## src/rtl/pim_input_buffer.sv

```systemverilog
// pim_input_buffer: ping-pong buffer assembling 32x32b bus words into 1024b PIM input vectors.
module pim_input_buffer (
  input  logic          clk_i,
  input  logic          rst_ni,
  input  logic          clear_i,
  input  logic          store_en_i,
  input  logic [4:0]    store_cnt_i,
  input  logic [31:0]   store_data_i,
  output logic          store_ready_o,
  output logic          pim_in_valid_o,
  input  logic          pim_in_ack_i,
  output logic [1023:0] pim_input_o,
  output logic          seq_err_o,
  output logic          ovf_err_o
);
  logic [1023:0] r_bank [2];
  logic          r_wr_ptr, r_rd_ptr, r_seq_err, r_ovf_err;
  logic [1:0]    r_full_cnt;
  logic [4:0]    r_exp_cnt;
  logic          w_accept, w_commit, w_ack, w_seq, w_ovf;

  assign store_ready_o  = r_full_cnt != 2'd2;
  assign pim_in_valid_o = r_full_cnt != 2'd0;
  assign pim_input_o    = pim_in_valid_o ? r_bank[r_rd_ptr] : '0;
  assign seq_err_o      = r_seq_err;
  assign ovf_err_o      = r_ovf_err;
  assign w_accept = store_en_i && store_ready_o && store_cnt_i == r_exp_cnt;
  assign w_commit = w_accept && store_cnt_i == 5'd0;
  assign w_ack    = pim_in_ack_i && pim_in_valid_o;
  assign w_seq    = store_en_i && store_ready_o && store_cnt_i != r_exp_cnt;
  assign w_ovf    = store_en_i && !store_ready_o;

  // index k lands in group 31-k, i.e. bits [32k+31:32k]
  always_ff @(posedge clk_i or negedge rst_ni)
    if (!rst_ni) begin
      r_bank[0] <= '0;
      r_bank[1] <= '0;
    end else if (!clear_i && w_accept)
      r_bank[r_wr_ptr][{store_cnt_i, 5'd0} +: 32] <= store_data_i;

  always_ff @(posedge clk_i or negedge rst_ni)
    if (!rst_ni) begin
      r_wr_ptr   <= 1'b0;
      r_rd_ptr   <= 1'b0;
      r_full_cnt <= 2'd0;
      r_exp_cnt  <= 5'd31;
      r_seq_err  <= 1'b0;
      r_ovf_err  <= 1'b0;
    end else if (clear_i) begin
      r_wr_ptr   <= 1'b0;
      r_rd_ptr   <= 1'b0;
      r_full_cnt <= 2'd0;
      r_exp_cnt  <= 5'd31;
      r_seq_err  <= 1'b0;
      r_ovf_err  <= 1'b0;
    end else begin
      if (w_accept)
        r_exp_cnt <= w_commit ? 5'd31 : r_exp_cnt - 5'd1;
      else if (w_seq)
        r_exp_cnt <= 5'd31;
      if (w_commit)
        r_wr_ptr <= ~r_wr_ptr;
      if (w_ack)
        r_rd_ptr <= ~r_rd_ptr;
      r_full_cnt <= r_full_cnt + {1'b0, w_commit} - {1'b0, w_ack};
      if (w_seq)
        r_seq_err <= 1'b1;
      if (w_ovf)
        r_ovf_err <= 1'b1;
    end
endmodule

```

## config.mk

```make
export PLATFORM = sky130hd
export DESIGN_NAME = pim_input_buffer
export DESIGN_NICKNAME = d
export VERILOG_FILES = /design/src/rtl/pim_input_buffer.sv
export SDC_FILE = /design/constraint.sdc
export NUM_CORES = 2
export LEC_CHECK = 0
export CELL_PAD_IN_SITES_DETAIL_PLACEMENT = 2
export CELL_PAD_IN_SITES_GLOBAL_PLACEMENT = 2
export CORE_MARGIN = 1
export CORE_UTILIZATION = 39
export DETAILED_ROUTE_END_ITERATION = 12
export PLACE_DENSITY = 0.87
export SYNTH_ARGS = -nofsm -noshare
export SYNTH_HDL_FRONTEND = slang
export SYNTH_SLANG_ARGS = --single-unit
```

## constraint.sdc

```tcl
create_clock -name clk_i -period 4.85 [get_ports clk_i]
set_input_delay 0.7275 -clock clk_i [delete_from_list [all_inputs] [get_ports clk_i]]
set_output_delay 0.7275 -clock clk_i [all_outputs]
set_load 0.01 [all_outputs]
```

==> After elaboration in Yosys (flattened, before gate mapping) <==
Index checks and enable logic that the tools add are counted.
{ "totals": {"out_inout_bits": 1028, "reg_bits": 2059, "input_bits": 42, "wordCells": 61} }
{ "classes": {"n_shift": 2, "n_addsub": 4, "eq_ne": 3, "magnitude_cmp": 3, "bitwise_logic": 4, "mux": 20, "reduce_logical": 17} }
{ "ops": {"columns": ["op", "n"], "rows": [
  ["two-way mux 1024 bit", 5],
  ["bitwise mux 2048 bit", 1],
  ["demux 1024 bit (select 1 bit)", 1],
  ["variable shift 32 x 12 -> 1024 bit (first input constant)", 1],
  ["variable part select 32 x 12 -> 1024 bit", 1],
  ["two-way mux 5 bit", 4],
  ["negation 10 -> 12 bit", 1],
  ["nonzero test 2 bit", 5],
  ["logical AND 1 bit", 8],
  ["two-way mux 1 bit", 8],
  ["equality test 5 bit", 1],
  ["logical NOT 5 bit", 1],
  ["!= test 5 bit", 1],
  ["subtractor 5 x 1 -> 5 bit (second input constant)", 1],
  ["greater-or-equal comparator 2 bit (second input constant)", 2],
  ["inverter 1 -> 2 bit", 2],
  ["nonzero test 3 bit", 1],
  ["adder 2 x 1 -> 2 bit", 1],
  ["logical NOT 1 bit", 2],
  ["less-than comparator 2 x 1 -> 1 bit (second input constant)", 1],
  ["two-way mux 2 bit", 1],
  ["!= test 2 bit (second input constant)", 1],
  ["inverter 1 bit", 2],
  ["subtractor 2 x 1 -> 2 bit", 1]
]} }

==> Logic depth before layout (Yosys ltp) <==
{ "logic_depth": {"ltp_word": 7, "depth_mapped": 13, "ltp_nobuf": 11} }

==> Worst setup path after synthesis <==
Ideal clock, no wire load.
{ "synth_timing": {"kind": "input-to-reg", "start": "in store_cnt_i[0]", "end": "reg r_bank[918] (netlist bit)", "cell_stages": 13, "setup_time_ps": 125, "arrival_ps": 3430, "path_buffers": 3, "path_slack_ps": 1295, "required_ps": 4725, "path_cell_list": "buf_2 > inv_1 > ha_1 > nand2b_1 > nor2_1 > ha_1 > or3b_1 > mux2i_2 > buf_6 > nand2_1 > nor2_2 > buf_4 > mux2_2"} }
{ "synth_between": {"elab_chain_len": 5, "word_cells_on_any_way": 9, "cone_classes": "add/sub (1); eq/ne (1); shift (2); mux (3); reduce/logical (2)"} }
{ "synth_lines": {"columns": ["item", "line", "text"], "rows": [
  ["start, declared", "7", "input logic [4:0] store_cnt_i,"],
  ["negation 10 -> 12 bit", "39", "r_bank[r_wr_ptr][{store_cnt_i, 5'd0} +: 32] <= store_data_i;"],
  ["variable shift 32 x 12 -> 1024 bit", "39", null],
  ["two-way mux 1024 bit (implied by the code)", "39", null],
  ["demux 1024 bit (select 1 bit)", "39", null],
  ["bitwise mux 2048 bit", "39", null],
  ["end signal, assigned by index", "39", null],
  ["end, declared", "16", "logic [1023:0] r_bank [2];"]
]} }
Several ways; a longest one is shown, not always the timed one.
A chain may end at the register's enable or synchronous reset.

==> Worst setup path in the final report <==
{ "layout_timing": {"start": "reg r_rd_ptr", "end": "out pim_input_o[412]"} }
{ "layout_between": {"elab_chain_len": 5} }
{ "layout_lines": {"columns": ["item", "line", "text"], "rows": [
  ["start, declared", "17", "logic r_wr_ptr, r_rd_ptr, r_seq_err, r_ovf_err;"],
  ["start signal, assigned", "64", "r_rd_ptr <= ~r_rd_ptr;"],
  ["inverter 1 -> 2 bit (implied by the code)", "24", "assign pim_input_o = pim_in_valid_o ? r_bank[r_rd_ptr] : '0;"],
  ["two-way mux 1024 bit (implied by the code) (3 in a row)", "24", null],
  ["two-way mux 1024 bit", "24", null],
  ["end, declared", "12", "output logic [1023:0] pim_input_o,"]
]} }
Every way passes these cells. The select of a mux whose other input is x is not followed.

==> results by stage <==
Placed design:
- At the end of routability-driven placement, the weighted congestion stood at 0.858.
- Port buffering added between 1,000 and 1,500 buffers.
- The post-DP HPWL is about 280 mm.
- Timing analysis after detailed placement gives a worst setup slack of 0.0792 ns.

Yosys:
- In this run, synthesis produced a sequential element count of between 2,000 and 2,500.
- In this run the cell area of the synthesized design comes to 93,300 sq um.
- The number of enable flip-flop cells after synthesis is 0.
- Among all flip-flop cells after synthesis, the most frequent one is sky130_fd_sc_hd__dfrtp_1.
- For this run, asynchronously set or reset flops after synthesis account for 1.00.
- For this run, the register share of the synthesized area comes to 0.552.
- Counting every instance in the synthesized netlist gives just over 9,000.
- The number of unique standard cell types used by synthesis is 51.
- The synthesized net count is roughly 9,000.
- After synthesis, the mean cell area works out to 10.1 sq um.
- The Yosys step of the flow raised 0 warnings.

Finish:
- The fill cell instance count of the final layout is 23,733.
- The library cells used most frequently in the layout, excluding fill and tap cells, are sky130_fd_sc_hd__dfrtp_1, sky130_fd_sc_hd__nand2_1, sky130_fd_sc_hd__nor2_1.
- The leading cell type in the layout, fill and taps excluded is sky130_fd_sc_hd__dfrtp_1.
- The area growth from synthesis to final layout is 23.3%.
- At the end of the flow the core is filled with cells to 0.484.
- In the final layout, the share of cells above drive strength 1 is 0.112.
- After the last flow step, the layout net total stands at 10,016.
- The sequential cells in the finished layout cover a total of 51,500 sq um.
- In the final layout, the multi-input gates occupy approximately 39,000 sq um.

Die:
- After floorplanning, the core was divided into 179 placement rows.
- The core outline area is 238,000 sq um.
- Pin placement for this block handled between 1,000 and 1,500 I/O pins.
- The width of the chip is 491 um.
- The floorplan die area is approximately 240,000 sq um.
- The starting utilization of the core area is 0.392.
- The die is 491 um tall.

Outcome:
- The run finished, with violations left.
- The final reports fail on design-rule violations.

Timing:
- The final sum of negative setup slack is 0 ns.
- Setup repair after global routing left no endpoint under its margin.
- The number of endpoints failing setup at the final stage is 0.
- The portion of the clock cycle consumed by the worst path in the final layout is 0.946.
- The measured slew at the worst slew-check pin is 1.47 ns.
- The count of final max-slew check failures is 0.
- The post-layout minimum cycle time is 4.59 ns.
- The final worst clock skew is 0.0886 ns.
- The final critical-path setup slack is 0.262 ns.
- The final-report hold violation count came to 0.
- The fmax is ~220 MHz.
- The remaining max-slew budget at the tightest pin is 0.0190.

Setup path:
- STA puts the critical path data arrival time at 3.86 ns.
- The critical path is of the reg2out type.
- On the worst path, the slowest cell contributes a delay of 0.68 ns.
- The maximum fanout count along the critical path is 31.
- STA classifies the critical path startpoint as a flip-flop.
- STA classifies the critical path endpoint as a primary output.
- Together, buffers and inverters on the worst path number 3.
- Traced cell by cell, the critical path runs through buf_12 -> buf_4 -> mux2i_1 -> nor2_1 -> clkdlybuf4s50_1.
- STA puts the critical path data required time at 4.12 ns.
- For this design, the slowest cell found on the critical path is sky130_fd_sc_hd__clkdlybuf4s50_1.
- The cell type group with the largest total delay on the critical path is buffers and inverters.

Power:
- The overall power after layout is roughly 0.038 W.
- The standby leakage power is 45.3 nW.
- The power density over cell area is 326 nW/um^2.
- The worst ir drop on vdd is 372 uV.

Global routing:
- The via count of the first global-routing pass is between 90,000 and 100k.
- Entering global routing, the biggest net connects 161 pins.
- Summed over all layers, the global routing overflow is 0.
- The initial antenna violation count is 49.
- Across every metal layer, demand over resource in global routing totals 0.383.
- The first global-routing pass estimated 677 mm of wire.

Clock tree:
- The clock transition at the registers of the reported paths is 0.06 ns.
- The clock tree synthesis step divided the H-tree into 4 levels.
- The clock passes through at most 3 buffers.
- Clock latency on the worst-skew pair, taken at its later pin, is approximately 0.94 ns.
- Post-CTS repair changed the size of 0 cells.
- The CTS buffer count is 221.
- In this run the clock root is driven by a sky130_fd_sc_hd__clkbuf_16.
- The TritonCTS sink count is around 2,100.
- TritonCTS built the clock tree.

Route:
- The pre-antenna-repair detailed-routing pass consisted of 13 iterations.
- The highest metal layer carrying signal wires in the routed design is met5.
- The routed length on met2 is 221 mm.
- For this block, the routed nets add up to roughly 470 mm of wire.
- Dividing the detail-routed wire length by the instance count gives 35.3 um.
- The total number of vias is 81,523.
- In this run, the number of DRC markers left after iteration 0 of detailed routing was 7,176.
- Dividing the detail-routed via count by the number of cells gives about 6.1.
- Summed over all nets, wire length on met3 after detailed routing comes to 34.1 mm.
- The routed length on met1 is 175 mm.
- The remaining design rule violation count is 381.
- In this run the remaining antenna-violating nets after routing total 0.

Min path:
- The path class of the lowest-slack min-delay path is in2reg.

Job:
- The max-cap violation count is 0.
==> tightest hold or removal path: cells and delay by family <==
kind	cells	cell delay, ns
AOI/OAI and AO/OA	1	0.07
buffers and inverters	1	0.19
and+or+nand+nor	1	0.17
==> cell usage after synthesis, types with 84 or more instances <==
cell type,count,area share
sky130_fd_sc_hd__buf_1,84,0.0034
sky130_fd_sc_hd__buf_2,167,0.0090
sky130_fd_sc_hd__clkbuf_1,462,0.019
sky130_fd_sc_hd__dfrtp_1,2054,0.55
sky130_fd_sc_hd__mux2_1,95,0.011
sky130_fd_sc_hd__mux2_2,417,0.050
sky130_fd_sc_hd__mux2i_1,1026,0.11
sky130_fd_sc_hd__nand2_1,1417,0.057
sky130_fd_sc_hd__nand2b_1,391,0.026
sky130_fd_sc_hd__nand3_1,291,0.016
sky130_fd_sc_hd__nor2_1,1058,0.043
sky130_fd_sc_hd__o21ai_0,711,0.038
sky130_fd_sc_hd__o21ai_1,826,0.044
==> cell type report <==
type	instances	share of cell area
flip-flops and latches	2059	0.448
multi-input cells	6366	0.337
repair buffers	1306	0.114
clock buffers	344	0.0583
well taps	3167	0.0344
clock inverters	66	0.00852
inverters	12	0.000391
diodes	18	0.000391
==> report_power, final <==
part | total, W | leakage [nW] | switching (W) | internal [W]
clock | 0.0183 | 3.77 | 0.00799 | 0.0103
combinational | 0.00200 | 12.8 | 0.00165 | 0.000352
sequential | 0.0172 | 28.8 | 0.0000234 | 0.0172
total | 0.0375 | 45.3 | 0.00966 | 0.0279
==> stage by stage <==
step | cell area, sq um | hold WS (ns) | instances
after floorplan | 93300 | 0.432 | 9202
after detailed placement | 107000 | 0.470 | 12909
after global routing | 115000 | 0.300 | 13327
after global placement | 107000 | 0.460 | 12909
after CTS | 115000 | 0.240 | 13320
final | 115000 | 0.312 | 13338
==> path summary, 6_finish.rpt <==
kind	to	start	cells after the start	slack (ns)
max in group asynchronous	r_bank[640]	rst_ni	3	2.72
min in group asynchronous	r_bank[329]	rst_ni	2	0.47
setup / recovery	pim_input_o[412]	r_rd_ptr	5	0.26
hold reg to reg	r_bank[729]	r_bank[729]	2	0.48
setup reg to reg	r_bank[324]	r_exp_cnt[2]	5	1.53
hold / removal	r_bank[1598]	store_data_i[30]	3	0.31
==> flip-flops by register name, indices dropped and copies added (netlist names) <==
| register | cells |
|---|---|
| ovf_err_o | 1 |
| r_bank | 2048 |
| r_exp_cnt | 5 |
| r_full_cnt | 2 |
| r_rd_ptr | 1 |
| r_wr_ptr | 1 |
| seq_err_o | 1 |
==> what timing repair did <==
item                                    in CTS  in global routing
endpoints found under the setup margin       0                  0
hold endpoints to repair                    81                  0
buffers inserted                             0                  0
hold buffers                                 1                  0
==> kinds of logic after synthesis <==
group                      after synthesis  share of synthesized area
DFF                                   2059                      0.552
xor gates and xnor gates                14                    0.00139
and+or+nand+nor                       3256                      0.154
AOI/OAI and AO/OA                     1549                     0.0833
adders and majority gates                8                    0.00107
buffers and inverters                  777                     0.0359
muxes                                 1539                      0.172
==> layer usage <==
layer | GRT usage | vias to the layer above
li1 | - | 32506
met1 | 0.450 | 43258
met2 | 0.615 | 4153
met3 | 0.0825 | 1556
met4 | 0.294 | 50
met5 | 0 | -
Power figures use the tool's default switching activity.
